--- config.mk ---
export PLATFORM = sky130hd
export DESIGN_NAME = decode_stage_rv
export DESIGN_NICKNAME = d
export VERILOG_FILES = /design/src/rtl/rv_decode_pkg.sv /design/src/rtl/idex_queue.sv /design/src/rtl/decode_stage_rv.sv
export SDC_FILE = /design/constraint.sdc
export NUM_CORES = 1
export LEC_CHECK = 0
export CAP_MARGIN = 20
export CELL_PAD_IN_SITES_DETAIL_PLACEMENT = 0
export CELL_PAD_IN_SITES_GLOBAL_PLACEMENT = 1
export CORE_MARGIN = 4
export CORE_UTILIZATION = 35
export CTS_CLUSTER_DIAMETER = 60
export CTS_CLUSTER_SIZE = 8
export DETAILED_ROUTE_END_ITERATION = 8
export PLACE_DENSITY = 0.81
export SLEW_MARGIN = 10
export SYNTH_ARGS = -nofsm -noshare
export SYNTH_HDL_FRONTEND = slang
export SYNTH_SLANG_ARGS = --single-unit
--- constraint.sdc ---
create_clock -name clk -period 4.04 [get_ports clk]
set_clock_uncertainty 0.1 [all_clocks]
set_input_delay 0.404 -clock clk [delete_from_list [all_inputs] [get_ports clk]]
set_output_delay 0.404 -clock clk [all_outputs]
set_load 0.01 [all_outputs]
--- src/rtl/rv_decode_pkg.sv ---
// Shared RV32I decode definitions: opcodes, ALU operation codes,
// immediate kinds, FSM states and the ID/EX entry layout.
package rv_decode_pkg;

    localparam int XLEN_P    = 32;
    localparam int REG_AW_P  = 5;
    localparam int ALUOP_W_P = 5;

    localparam logic [6:0] OPC_OP     = 7'b0110011;
    localparam logic [6:0] OPC_OP_IMM = 7'b0010011;
    localparam logic [6:0] OPC_LOAD   = 7'b0000011;
    localparam logic [6:0] OPC_STORE  = 7'b0100011;
    localparam logic [6:0] OPC_LUI    = 7'b0110111;
    localparam logic [6:0] OPC_AUIPC  = 7'b0010111;

    localparam logic [6:0] F7_BASE = 7'b0000000;
    localparam logic [6:0] F7_ALT  = 7'b0100000;

    localparam logic [4:0] ALU_ADD     = 5'd0;
    localparam logic [4:0] ALU_SUB     = 5'd1;
    localparam logic [4:0] ALU_XOR     = 5'd2;
    localparam logic [4:0] ALU_OR      = 5'd3;
    localparam logic [4:0] ALU_AND     = 5'd4;
    localparam logic [4:0] ALU_SLL     = 5'd5;
    localparam logic [4:0] ALU_SRL     = 5'd6;
    localparam logic [4:0] ALU_SRA     = 5'd7;
    localparam logic [4:0] ALU_SLT     = 5'd8;
    localparam logic [4:0] ALU_SLTU    = 5'd9;
    localparam logic [4:0] ALU_ADDI    = 5'd10;
    localparam logic [4:0] ALU_XORI    = 5'd11;
    localparam logic [4:0] ALU_ORI     = 5'd12;
    localparam logic [4:0] ALU_ANDI    = 5'd13;
    localparam logic [4:0] ALU_SLLI    = 5'd14;
    localparam logic [4:0] ALU_SRLI    = 5'd15;
    localparam logic [4:0] ALU_SRAI    = 5'd16;
    localparam logic [4:0] ALU_SLTI    = 5'd17;
    localparam logic [4:0] ALU_SLTIU   = 5'd18;
    localparam logic [4:0] ALU_STORE   = 5'd20;
    localparam logic [4:0] ALU_ILLEGAL = 5'd31;

    typedef enum logic [2:0] {
        IMM_NONE,
        IMM_I,
        IMM_S,
        IMM_U,
        IMM_SHAMT
    } imm_type_t;

    typedef enum logic [1:0] {
        S_IDLE,
        S_READ,
        S_PUSH
    } dec_state_t;

    typedef struct packed {
        logic [XLEN_P-1:0]    operand1;
        logic [XLEN_P-1:0]    operand2;
        logic [XLEN_P-1:0]    store_data;
        logic [ALUOP_W_P-1:0] alu_op;
        logic                 mem_read;
        logic                 mem_write;
        logic                 reg_write;
        logic [REG_AW_P-1:0]  rd;
        logic                 illegal;
    } id_ex_t;

endpackage

--- src/rtl/idex_queue.sv ---
// Circular FIFO with flush and occupancy; head is read straight
// from the storage flops so it only changes on push/pop/flush.
module idex_queue #(
    parameter int WIDTH = 8,
    parameter int DEPTH = 2
) (
    input  logic                   clk,
    input  logic                   rst,
    input  logic                   flush,
    input  logic                   push,
    input  logic [WIDTH-1:0]       push_data,
    input  logic                   pop,
    output logic                   head_valid,
    output logic [WIDTH-1:0]       head_data,
    output logic [$clog2(DEPTH):0] occupancy
);

    localparam int AW = $clog2(DEPTH);
    localparam logic [AW:0] FULL = (AW+1)'(DEPTH);

    logic [WIDTH-1:0] mem [DEPTH];
    logic [AW-1:0]    wr_ptr;
    logic [AW-1:0]    rd_ptr;
    logic [AW:0]      count;
    logic             do_push;
    logic             do_pop;

    assign do_pop  = pop && (count != '0);
    assign do_push = push && (count != FULL);

    always_ff @(posedge clk or negedge rst) begin
        if (!rst) begin
            for (int i = 0; i < DEPTH; i++) begin
                mem[i] <= '0;
            end
            wr_ptr <= '0;
            rd_ptr <= '0;
            count  <= '0;
        end else if (flush) begin
            wr_ptr <= '0;
            rd_ptr <= '0;
            count  <= '0;
        end else begin
            if (do_push) begin
                mem[wr_ptr] <= push_data;
                wr_ptr      <= wr_ptr + 1'b1;
            end
            if (do_pop) begin
                rd_ptr <= rd_ptr + 1'b1;
            end
            unique case ({do_push, do_pop})
                2'b10:   count <= count + 1'b1;
                2'b01:   count <= count - 1'b1;
                default: count <= count;
            endcase
        end
    end

    assign head_valid = (count != '0);
    assign head_data  = mem[rd_ptr];
    assign occupancy  = count;

endmodule

--- src/rtl/decode_stage_rv.sv ---
// RV32I decode stage: fetch handshake in, synchronous regfile read,
// decoded micro-ops buffered in an ID/EX queue toward EX.
module decode_stage_rv #(
    parameter int XLEN      = 32,
    parameter int REG_AW    = 5,
    parameter int ALUOP_W   = 5,
    parameter int OUT_DEPTH = 2
) (
    input  logic                       clk,
    input  logic                       rst,
    input  logic                       i_flush,
    input  logic                       i_if_valid,
    output logic                       o_if_ready,
    input  logic [31:0]                i_instruction,
    input  logic [XLEN-1:0]            i_pc,
    output logic [REG_AW-1:0]          o_addr1,
    output logic [REG_AW-1:0]          o_addr2,
    input  logic [XLEN-1:0]            i_reg_read_data1,
    input  logic [XLEN-1:0]            i_reg_read_data2,
    output logic                       o_ex_valid,
    input  logic                       i_ex_ready,
    output logic [XLEN-1:0]            o_operand1,
    output logic [XLEN-1:0]            o_operand2,
    output logic [XLEN-1:0]            o_store_data,
    output logic [ALUOP_W-1:0]         o_ALUop,
    output logic                       o_mem_read,
    output logic                       o_mem_write,
    output logic                       o_reg_write,
    output logic [REG_AW-1:0]          o_rd,
    output logic                       o_illegal,
    output logic [$clog2(OUT_DEPTH):0] o_occupancy
);

    import rv_decode_pkg::*;

    localparam int OCC_W = $clog2(OUT_DEPTH) + 1;
    localparam logic [OCC_W-1:0] FULL = OCC_W'(OUT_DEPTH);

    dec_state_t       state;
    dec_state_t       state_nxt;
    logic [31:0]      inst_q;
    logic [XLEN-1:0]  pc_q;
    logic             accept;
    logic             push;
    logic [OCC_W-1:0] occ;
    logic             head_valid;
    id_ex_t           entry;
    id_ex_t           head;

    logic [6:0]       opc;
    logic [2:0]       f3;
    logic [6:0]       f7;
    logic [XLEN-1:0]  imm_i;
    logic [XLEN-1:0]  imm_s;
    logic [XLEN-1:0]  imm_u;
    logic [XLEN-1:0]  imm_sh;
    logic [XLEN-1:0]  imm;
    imm_type_t        imm_sel;
    logic             use_rs1;
    logic             use_rs2;
    logic             use_pc;
    logic             is_store;
    logic [4:0]       alu;
    logic             mr;
    logic             mw;
    logic             rw;
    logic             ill;

    always_ff @(posedge clk or negedge rst) begin
        if (!rst) begin
            state <= S_IDLE;
        end else begin
            state <= state_nxt;
        end
    end

    always_comb begin
        state_nxt = state;
        if (i_flush) begin
            state_nxt = S_IDLE;
        end else begin
            unique case (state)
                S_IDLE:  if (accept) state_nxt = S_READ;
                S_READ:  state_nxt = S_PUSH;
                S_PUSH:  state_nxt = S_IDLE;
                default: state_nxt = S_IDLE;
            endcase
        end
    end

    always_comb begin
        o_if_ready = 1'b0;
        push       = 1'b0;
        unique case (state)
            S_IDLE:  o_if_ready = rst && !i_flush && (occ < FULL);
            S_PUSH:  push = !i_flush;
            default: ;
        endcase
    end

    assign accept = o_if_ready && i_if_valid;

    always_ff @(posedge clk or negedge rst) begin
        if (!rst) begin
            inst_q <= '0;
            pc_q   <= '0;
        end else if (accept) begin
            inst_q <= i_instruction;
            pc_q   <= i_pc;
        end
    end

    // Addresses come from the latched word, so they stay put until
    // the next accept and the regfile sees them during READ.
    assign o_addr1 = REG_AW'(inst_q[19:15]);
    assign o_addr2 = REG_AW'(inst_q[24:20]);

    assign opc = inst_q[6:0];
    assign f3  = inst_q[14:12];
    assign f7  = inst_q[31:25];

    assign imm_i  = XLEN'($signed(inst_q[31:20]));
    assign imm_s  = XLEN'($signed({inst_q[31:25], inst_q[11:7]}));
    assign imm_u  = XLEN'($signed({inst_q[31:12], 12'b0}));
    assign imm_sh = XLEN'(inst_q[24:20]);

    always_comb begin
        imm_sel  = IMM_NONE;
        use_rs1  = 1'b0;
        use_rs2  = 1'b0;
        use_pc   = 1'b0;
        is_store = 1'b0;
        alu      = ALU_ILLEGAL;
        mr       = 1'b0;
        mw       = 1'b0;
        rw       = 1'b0;
        ill      = 1'b1;
        unique case (1'b1)
            (opc == OPC_OP): begin
                use_rs1 = 1'b1;
                use_rs2 = 1'b1;
                rw      = 1'b1;
                ill     = 1'b0;
                unique case ({f7, f3})
                    {F7_BASE, 3'b000}: alu = ALU_ADD;
                    {F7_ALT,  3'b000}: alu = ALU_SUB;
                    {F7_BASE, 3'b100}: alu = ALU_XOR;
                    {F7_BASE, 3'b110}: alu = ALU_OR;
                    {F7_BASE, 3'b111}: alu = ALU_AND;
                    {F7_BASE, 3'b001}: alu = ALU_SLL;
                    {F7_BASE, 3'b101}: alu = ALU_SRL;
                    {F7_ALT,  3'b101}: alu = ALU_SRA;
                    {F7_BASE, 3'b010}: alu = ALU_SLT;
                    {F7_BASE, 3'b011}: alu = ALU_SLTU;
                    default:           ill = 1'b1;
                endcase
            end
            (opc == OPC_OP_IMM): begin
                use_rs1 = 1'b1;
                imm_sel = IMM_I;
                rw      = 1'b1;
                ill     = 1'b0;
                unique case (f3)
                    3'b000: alu = ALU_ADDI;
                    3'b100: alu = ALU_XORI;
                    3'b110: alu = ALU_ORI;
                    3'b111: alu = ALU_ANDI;
                    3'b010: alu = ALU_SLTI;
                    3'b011: alu = ALU_SLTIU;
                    3'b001: begin
                        imm_sel = IMM_SHAMT;
                        alu     = ALU_SLLI;
                        ill     = (f7 != F7_BASE);
                    end
                    default: begin
                        imm_sel = IMM_SHAMT;
                        alu     = (f7 == F7_ALT) ? ALU_SRAI : ALU_SRLI;
                        ill     = (f7 != F7_BASE) && (f7 != F7_ALT);
                    end
                endcase
            end
            (opc == OPC_LOAD): begin
                use_rs1 = 1'b1;
                imm_sel = IMM_I;
                alu     = ALU_ADDI;
                mr      = 1'b1;
                rw      = 1'b1;
                ill     = (f3 != 3'b010);
            end
            (opc == OPC_STORE): begin
                use_rs1  = 1'b1;
                imm_sel  = IMM_S;
                is_store = 1'b1;
                alu      = ALU_STORE;
                mw       = 1'b1;
                ill      = (f3 != 3'b010);
            end
            (opc == OPC_LUI): begin
                imm_sel = IMM_U;
                alu     = ALU_ADDI;
                rw      = 1'b1;
                ill     = 1'b0;
            end
            (opc == OPC_AUIPC): begin
                use_pc  = 1'b1;
                imm_sel = IMM_U;
                alu     = ALU_ADDI;
                rw      = 1'b1;
                ill     = 1'b0;
            end
            default: ill = 1'b1;
        endcase
        // Illegal words still flow to EX, but as an inert micro-op.
        if (ill) begin
            imm_sel  = IMM_NONE;
            use_rs1  = 1'b0;
            use_rs2  = 1'b0;
            use_pc   = 1'b0;
            is_store = 1'b0;
            alu      = ALU_ILLEGAL;
            mr       = 1'b0;
            mw       = 1'b0;
            rw       = 1'b0;
        end
    end

    always_comb begin
        imm = '0;
        unique case (imm_sel)
            IMM_I:     imm = imm_i;
            IMM_S:     imm = imm_s;
            IMM_U:     imm = imm_u;
            IMM_SHAMT: imm = imm_sh;
            default:   imm = '0;
        endcase
    end

    always_comb begin
        entry            = '0;
        entry.operand1   = use_rs1 ? i_reg_read_data1 :
                           use_pc  ? pc_q : '0;
        entry.operand2   = use_rs2 ? i_reg_read_data2 : imm;
        entry.store_data = is_store ? i_reg_read_data2 : '0;
        entry.alu_op     = alu;
        entry.mem_read   = mr;
        entry.mem_write  = mw;
        entry.reg_write  = rw;
        entry.rd         = (is_store || ill) ? '0 : inst_q[11:7];
        entry.illegal    = ill;
    end

    idex_queue #(
        .WIDTH ($bits(id_ex_t)),
        .DEPTH (OUT_DEPTH)
    ) u_idex_queue (
        .clk        (clk),
        .rst        (rst),
        .flush      (i_flush),
        .push       (push),
        .push_data  (entry),
        .pop        (i_ex_ready),
        .head_valid (head_valid),
        .head_data  (head),
        .occupancy  (occ)
    );

    assign o_ex_valid   = head_valid;
    assign o_operand1   = head.operand1;
    assign o_operand2   = head.operand2;
    assign o_store_data = head.store_data;
    assign o_ALUop      = head.alu_op;
    assign o_mem_read   = head.mem_read;
    assign o_mem_write  = head.mem_write;
    assign o_reg_write  = head.reg_write;
    assign o_rd         = head.rd;
    assign o_illegal    = head.illegal;
    assign o_occupancy  = occ;

endmodule

==> reports/qor.txt <==
Core ar. -> 37490 um2
initial antenna violation count -> 6
first-pass GRT wire length -> 60240 um
Yosys reg bits -> 290
Area Growth Syn to Fin -> 31.31%
Leakage -> 0.007159 uW
count of final hold-check violations -> 0
port bufs -> 256
die area -> 41090 um2
Post-CTS Setup Bufs -> 0
clk slew on worst S/H paths -> 0.05 ns
final setup TNS -> 0 ns
synthesized area -> 13270 um2
gr usage total -> 0.1840
Ys Warns -> 0
Site Rows -> 71
cells after synthesis -> 1235
CTS Sinks -> 290
critical path class -> reg -> out
vias -> 10230
Worst Reg-to-Reg Cells -> 5
WL/cell -> 19.68 um
minimum clock period after layout -> 3.073 ns
Seq/Total Area, Yosys -> 0.5470
unrepaired setup endpoints after global routing -> no
worst setup margin -> 0.9673 ns
maximum clock frequency -> 325.5 MHz
Final setup violation count -> 0
final std cells w/o fill -> 1967
dpl hpwl -> 26250 um
die height -> 202.7 um
measured slew at the worst slew-check pin -> 0.9795 ns
startpoint types -> flop
DP Worst Slack -> 1.177 ns
CTS Root Cell -> clkbuf_16
post-synth cell types -> 57
Max-Cap Viols -> 0
post-synth net total -> 1368
# IOs -> 257
critical-path maximum fanout -> 24
prevailing post-synth register cell -> dfrtp_1
share of cells above drive strength 1 -> 0.1850
Post-synth EDFFs -> 0
period utilisation layout -> 0.7606
R2R Path Start -> inst_q[30]
DR DRC count -> 0
slew margin rel. -> 0.3470
initial DRC count -> 634
Reg-to-Reg End -> u_idex_queue.mem[11]
Async S/R FF share, synth -> 1.000
Post-Syn Area per Cell -> 10.74 um2
Slew Limit Fails -> 0
initial core utilization -> 0.3539
H-tree Lvls -> 2
hold crit path type -> in -> async
PwrDens -> 440.4 nW/um2
Clock Tree Buf Depth -> 3
worst skew pair latency -> 0.53 ns
pin count of the biggest net entering global routing -> 160
Num CTS Buffers -> 42
Nets -> 1583
final wirelength -> 38700 um
DRT Pass-1 Iters -> 5
remaining global-route overflow -> 0
arrival time of the worst setup path -> 2.57 ns
CTS tree -> done
routability cong. -> 0.8250
Core Util, Final -> 0.4647
R2R setup slack -> 1.36 ns
placed insts -> 1916
die width -> 202.7 um
vias per cell -> 5.199
vias in the first global route -> 10370
element type at the critical path end -> output pin
highest ir drop seen on vdd -> 234.2 uV
total power -> 7673 uW
CP Data Required Time -> 3.54 ns
DRT antenna net count -> 0
status -> completed
==> repair_timing <==
action / in CTS / in global routing
hold buffers: 1 / 0
endpoints found under the hold margin: 71 / 0
gates resized for setup: 0 / 0
==> Yosys cell counts, types with 3 or more instances <==
library cell | n | area share
nor3b_1 | 3 | 0.0017
nor2b_1 | 3 | 0.0014
nand4_1 | 6 | 0.0028
a22oi_1 | 51 | 0.029
buf_4 | 10 | 0.0057
a32o_1 | 15 | 0.011
o21ai_1 | 10 | 0.0038
a22o_1 | 7 | 0.0046
nand2b_1 | 5 | 0.0024
buf_1 | 4 | 0.0011
a21oi_1 | 44 | 0.017
nor3_1 | 8 | 0.0030
nor2_1 | 68 | 0.019
inv_1 | 9 | 0.0025
dfrtp_1 | 290 | 0.55
o31ai_1 | 66 | 0.037
buf_2 | 11 | 0.0041
mux2_2 | 175 | 0.15
nand3_1 | 4 | 0.0015
and2_1 | 3 | 0.0014
nand2_1 | 215 | 0.061
a31oi_1 | 20 | 0.0094
o21ai_0 | 83 | 0.031
clkbuf_1 | 82 | 0.023
==> state kept, by name (all words and copies together), names as in the netlist <==
register	flops
u_idex_queue.wr_ptr	1
u_idex_queue.rd_ptr	1
state	2
inst_q	32
u_idex_queue.mem	220
u_idex_queue.occupancy	2
pc_q	32
==> metal layers <==
metal / vias to the layer above / share of wire / global-route usage
met1: 5037 / 0.43 / 0.2463
li1: 4819 / - / -
met5: - / 0.0016 / 0
met3: 73 / 0.055 / 0.03801
met4: 8 / 0.027 / 0.06014
met2: 289 / 0.48 / 0.3007
==> where the power goes <==
part	switching, uW	total (uW)	internal, uW	leakage (uW)
Combinational	523	1150	630	0.00277
Clock	1200	3140	1930	0.000552
Sequential	227	3390	3160	0.00384
==> through the flow <==
step / cell area, um2 / hold slack [ns]
floorplan: 13270 / 0.008409
global placement: 16280 / 0.3140
finish: 17420 / 0.3394
detailed placement: 16280 / 0.3187
CTS: 17420 / 0.3568
global route: 17420 / 0.3764
==> worst max-delay path, cell delays in order (launching register included) <==
cell,delay (ns)
dfrtp_4,0.68
buf_4,0.41
mux2_2,0.41
clkdlybuf4s50_1,0.48
==> area by class of cell <==
type,instances,area (um2)
diodes,2,5.005
clock buffers,46,1087
clock inverters,2,38.79
fillers,3575,20070
inverters,9,33.78
multi-input cells,828,5564
flip-flops and latches,290,7261
well taps,511,639.4
repair buffers,279,2793
==> worst max path at each step <==
stage	startpoint	to	slack, ns	cells after the start
after floorplan	inst_q[26]	u_idex_queue.mem[123]	1.79	6
after global placement	i_flush	inst_q[15]	1.21	5
after detailed placement	i_flush	inst_q[21]	1.18	5
after CTS	u_idex_queue.rd_ptr	o_operand2[4]	0.95	3
after global routing	u_idex_queue.rd_ptr	o_operand2[1]	0.90	3
final	u_idex_queue.rd_ptr	o_store_data[6]	0.97	3
==> cell families (layout without fill, tap and decap cells) <==
family / after synthesis / in the layout / synth area share
simple gates: 339 / 339 / 0.1113
flops: 290 / 290 / 0.5470
buf+inv: 117 / 336 / 0.03753
compound gates: 312 / 312 / 0.1544
xor+xnor: 2 / 2 / 0.001320
mux: 175 / 175 / 0.1485
other cells: 0 / 2 / 0
==> placed cells by master, fill, tap and decap left out, types with 43 or more instances in the layout <==
cell	netlist	layout
o21ai_0	83	83
mux2_2	175	175
clkdlybuf4s50_1	0	255
o31ai_1	66	66
nand2_1	215	212
a22oi_1	51	51
a21oi_1	44	44
clkbuf_16	0	43
dfrtp_1	290	289
nor2_1	68	65
Power figures use the tool's default switching activity.
==> edit 1: new RTL, config.mk and constraints unchanged <==
Reset style: synchronous (`rst`), changed in 3 clocked blocks.
--- a/src/rtl/idex_queue.sv
+++ b/src/rtl/idex_queue.sv
@@ -30,3 +30,3 @@
 
-    always_ff @(posedge clk or negedge rst) begin
+    always_ff @(posedge clk) begin
         if (!rst) begin
--- a/src/rtl/decode_stage_rv.sv
+++ b/src/rtl/decode_stage_rv.sv
@@ -68,3 +68,3 @@
 
-    always_ff @(posedge clk or negedge rst) begin
+    always_ff @(posedge clk) begin
         if (!rst) begin
@@ -102,3 +102,3 @@
 
-    always_ff @(posedge clk or negedge rst) begin
+    always_ff @(posedge clk) begin
         if (!rst) begin
Formal check against the unedited RTL: differs if rst is asserted again (counterexample within 4 cycles, from zero or initial values and one cycle with rst low); with rst held inactive, the same outputs for 4 cycles.
==> edit 1 against the original RTL <==
Area after synthesis is 1.8% higher. Routed wire length rose by 5.2%. Critical path depth unchanged. Non-clock buffer count rose by 15. Count of clock-buffer cells in the layout grew 30. Sequential share of layout area up 2.8 points. Sequential cell count increased by 1. Cell area rose by 3.6%. Utilization increased by 1.2 points. Fmax down 2.1%. Setup slack got worse by 0.066 ns. Highest routed layer unchanged.
Power is not compared: it rests on default switching activity, and its combinational part moved more than twofold at a synthesized area within 25%.
==> edit 1: results (changes against the original RTL) <==
- Post-DP Area: 0.0167 sq mm (+2.4%)
- Non-CTS buffers: 294 (+5.4%)
- Slowest library cell on the worst path: dfxtp_4
- Placed cell count: 1791 (-6.5%)
- Slew headroom: 30.1% (-4.6 points)
- Final #Nets: 1461 (-7.7%)
- Placed wire-length estimate: 26.8 mm (+1.9%)
- Synth Area in XOR/XNOR: 0.324% (+0.19 points)
- Post-route insts no fill: 1879 (-4.5%)
- # diodes: 5 (+3)
- Syn nets: 1219 (-11%)
- Clk tree area frac: 7.54% (+1.1 points)
- M2 GR Usage: 32.1% (+2.0 points)
- First-pass GRT wire length: 60.9 mm (+1.2%)
- Grt met1 use: 24.1% (-0.52 points)
- Share of cells above drive strength 1: 16.9% (-1.6 points)
- Worst Path Arrival: 2.64 ns (+0.07 ns)
- Tot GR Track Use: 18.8% (+0.38 points)
- GP Congestion: 0.835 (+1.2%)
- Setup WS pre-CTS: 0.807 ns (-0.369 ns)
- Mux cell area share after synthesis: 9.18% (-5.7 points)
- Max Clk Rate: 0.319 GHz (-2.1%)
- Critical-path maximum fanout: 37 (+54%)
- Sequential share of the synthesized area: 59.5% (+4.8 points)
- Average vias per placed instance: 5.35 (+2.9%)
- Reg2Reg Setup Slack: 1.03 ns (-0.33 ns)
- Post-synthesis compound-gate area fraction: 14.2% (-1.2 points)
- Yosys cell types: 59 (+3.5%)
- Multi-input logic cell count: 691 (-17%)
- Pre-Repair DR Iteration Count: 6 (+1)
- CTS Buf Count: 44 (+4.8%)
- R2r worst-path depth: 6 (+1)
- Top cells by count, synth: edfxtp_1, nand2_1, mux2_2
- Syn-to-layout area delta: 33.7%
- Async set or reset register ratio after synthesis: 0% (-100 points)
- Critical Path Max Stage Delay: 0.71 ns (+0.03 ns)
- Inverters: 5 (-4)
- Most used flip-flop cell after synthesis: edfxtp_1
- R2r endpoint: u_idex_queue.mem[0][63]
- Met3 GRT Util: 4.01% (+0.21 points)
- Outcome: complete, no violations
- Filler Cells Inserted: 3441 (-3.7%)
- Min-Delay Path Class: in -> reg
- Gr busiest metal: met2
- #FFs+latches synth: 291 (+0.34%)
- Routed wire per std cell: 21.7 um (+10%)
- Data buffer area share: 16.2% (+0.19 points)
- Largest net degree at the start of global routing: 65 (-59%)
- Core area: 0.0378 sq mm (+0.95%)
edit 1: cell types whose count changed in the layout (fill, tap and decap cells not counted), moves of 63 or more:
cell      change
o31ai_1      -66
a21boi_0     +63
edfxtp_1    +220
o21ai_0      -68
mux2_2       -65
nand2_1      -66
dfrtp_1     -289
dfxtp_1      +70
and2_1       +78
edit 1: how the worst max path moves through the flow:
| stage | from | depth (start not counted) | endpoint |
|---|---|---|---|
| detailed placement | inst_q[13] | 5 | u_idex_queue.mem[0][63] |
| CTS | inst_q[13] | 5 | u_idex_queue.mem[0][74] |
| global placement | inst_q[13] | 5 | u_idex_queue.mem[0][62] |
| floorplan | i_flush | 4 | u_idex_queue.mem[1][0] |
| global route | flip-flop | 3 | o_operand2[29] |
| finish | flip-flop | 3 | o_operand2[29] |
edit 1: metal layers:
layer,part of all wire (%),wire length (um),up-vias
li1,-,-,4600
met1,41,16600,5016
met2,50,20500,368
met3,6.5,2640,62
met4,2.2,894,4
met5,0.066,27,-
==> edit 2: new RTL, config.mk and constraints unchanged <==
Without the edit above. Encoding of `dec_state_t`: now one-hot (3 bits for 3 states).
--- a/src/rtl/rv_decode_pkg.sv
+++ b/src/rtl/rv_decode_pkg.sv
@@ -48,6 +48,6 @@
 
-    typedef enum logic [1:0] {
-        S_IDLE,
-        S_READ,
-        S_PUSH
+    typedef enum logic [2:0] {
+        S_IDLE = 3'b001,
+        S_READ = 3'b010,
+        S_PUSH = 3'b100
     } dec_state_t;
Check against the original RTL: same outputs for any inputs over 4 cycles, from zero or initial values and one cycle with rst low; so few cycles prove little.
==> edit 2 against the original RTL <==
Cell area increased by 1.3%. Power decreased by 4.6%. Register-to-register slack got worse by 0.35 ns. Worst hold slack got worse by 0.054 ns. Area after synthesis increased by 1.1%. Utilization increased by 0.28 points. Sequential cell count increased by 1. Combinational power decreased by 37%. Die area increased by 1.1%. Cell count decreased by 4.1%. Fmax decreased by 4.5%. Routed wire length increased by 3.1%. Setup slack got worse by 0.14 ns. Highest routed layer is now met4.
==> edit 2: results (changes against the original RTL) <==
- Critical-path maximum fanout: 32 (+33%)
- First-pass GRT wire length: 61.9 mm (+2.7%)
- Vias in the first global route: 10.6k (+1.9%)
- Routed wire per std cell: 21.2 um (+7.5%)
- DR iter-0 viols: 545 (-14%)
- Largest net degree at the start of global routing: 82 (-49%)
- Worst Setup SP: u_idex_queue.rd_ptr
- Regs by FF count: u_idex_queue.mem: 220 flops, inst_q: 32 flops, pc_q: 32 flops
- Share of cells above drive strength 1: 26.1% (+7.6 points)
- Reg2Reg Setup Slack: 1.01 ns (-0.35 ns)
- Mean Syn Cell Area: 11.8 sq um (+9.9%)
- Maximum VDD drop: 0.000245 V (+4.4%)
- CTS Buf Count: 44 (+4.8%)
- GP Congestion: 0.799 (-3.2%)
- Placed cell count: 1820 (-5.0%)
- Worst Path Arrival: 2.71 ns (+0.14 ns)
- R2r worst-path depth: 6 (+1)
- Outcome: complete, no violations
- Final #Nets: 1490 (-5.9%)
- Top cells by area, synth: dfrtp_1, mux2_2, a22o_2, a31oi_1, nor2_1
- Reg-to-Reg Start: inst_q[3]
- Pre-Repair DR Iteration Count: 5 (unchanged)
- Initial antenna violation count: 1 (-5)
- Slew @ Worst Pin: 1.10 ns (+0.119 ns)
- Clk buf depth: 3 (unchanged)
- Tot GR Track Use: 18.9% (+0.47 points)
- Placed wire-length estimate: 26.4 mm (+0.46%)
- Vias: 10.1k (-0.94%)
- Worst-skew pair later-pin latency: 0.53 ns (about the same)
- Syn nets: 1269 (-7.2%)
- Root Driver: clkbuf_16
- Yosys warning count: 0 (unchanged)
- Yosys cell types: 49 (-14%)
- Port bufs: 256 (unchanged)
- Top cells by count, synth: dfrtp_1, mux2_2, nor2_1
- Post_cts resized: 0 (unchanged)
- Min-Delay Path Class: in -> async
- Average vias per placed instance: 5.37 (+3.3%)
- Sequential share of the synthesized area: 54.3% (-0.41 points)
- Clock slew at reported path FFs: 0.05 ns (about the same)
- R2r endpoint: u_idex_queue.mem[23]
- Static Leak: 7.53 nW (+5.2%)
- CTS H-tree lvls: 2 (unchanged)
- Async set or reset register ratio after synthesis: 100% (unchanged)
edit 2: changes by cell type after synthesis, sizes merged, moves of 11 or more:
cell	change
nand2	-131
a22o	+69
o31ai	-66
a31oi	+49
a22oi	-42
o21ai	-38
mux2	+30
a21oi	-29
nand4	+27
nor2	+19
a32oi	+11
edit 2: timing repair:
item | CTS | global route
setup endpoints to repair | 0 | 0
setup buffers | 0 | 0
endpoints found under the hold margin | 50 | 0
hold buffers | 1 | 0
edit 2: cells by family (layout without fill, tap and decap cells):
kind of cell	Yosys count	in the layout	share of synthesized area (%)
other	0	1	0
AND/OR/NAND/NOR	256	256	9.43
multiplexers	211	211	17.7
flip-flops	291	291	54.3
buffers and inverters	109	347	3.81
AO/OA/AOI/OAI	266	266	14.6
XOR/XNOR	3	3	0.196
edit 2: worst max-delay path by stage:
stage | cells after the start | endpoint | slack (ns)
detailed placement | 7 | u_idex_queue.mem[136] | 0.73
global route | 3 | o_operand2[12] | 0.72
finish | 3 | o_operand2[12] | 0.82
CTS | 3 | o_operand2[12] | 0.78
floorplan | 7 | u_idex_queue.mem[156] | 1.67
global placement | 7 | u_idex_queue.mem[152] | 0.84
edit 2: layout make-up:
class | instances | area [sq um]
timing repair buffer | 280 | 2780
clock inverter | 5 | 63.8
fill | 3465 | 20100
clock buffer | 58 | 1180
antenna | 1 | 2.50
sequential | 291 | 7290
inverter | 4 | 15.0
multi-input combinational | 736 | 5680
tap | 511 | 639
edit 2: through the flow:
stage	hold WS, ns	instance area [sq um]	worst slack [ns]
after detailed placement	0.256	16400	0.728
after global routing	0.308	17700	0.717
after floorplan	0.00841	13400	1.67
final	0.285	17700	0.822
after CTS	0.286	17600	0.780
after global placement	0.249	16400	0.837
edit 2: power breakdown:
| part | switching, mW | internal, mW |
|---|---|---|
| Clock | 1.25 | 2.08 |
| Sequential | 0.187 | 3.08 |
| Combinational | 0.342 | 0.384 |
| Total | 1.78 | 5.54 |
edit 2: worst max-delay path: stages, from the launching register on:
cell             delay (ns)
dfrtp_4                0.73
buf_4                  0.51
mux2_2                 0.43
clkdlybuf4s50_1        0.50
edit 2: metal layers:
layer  track usage, %  routed length, um  share of wire (%)
met2             29.9              18800                 47
met1             26.5              18000                 45
met4             5.76                958                2.4
met3             3.43               2100                5.3
met5                0                  0                  0
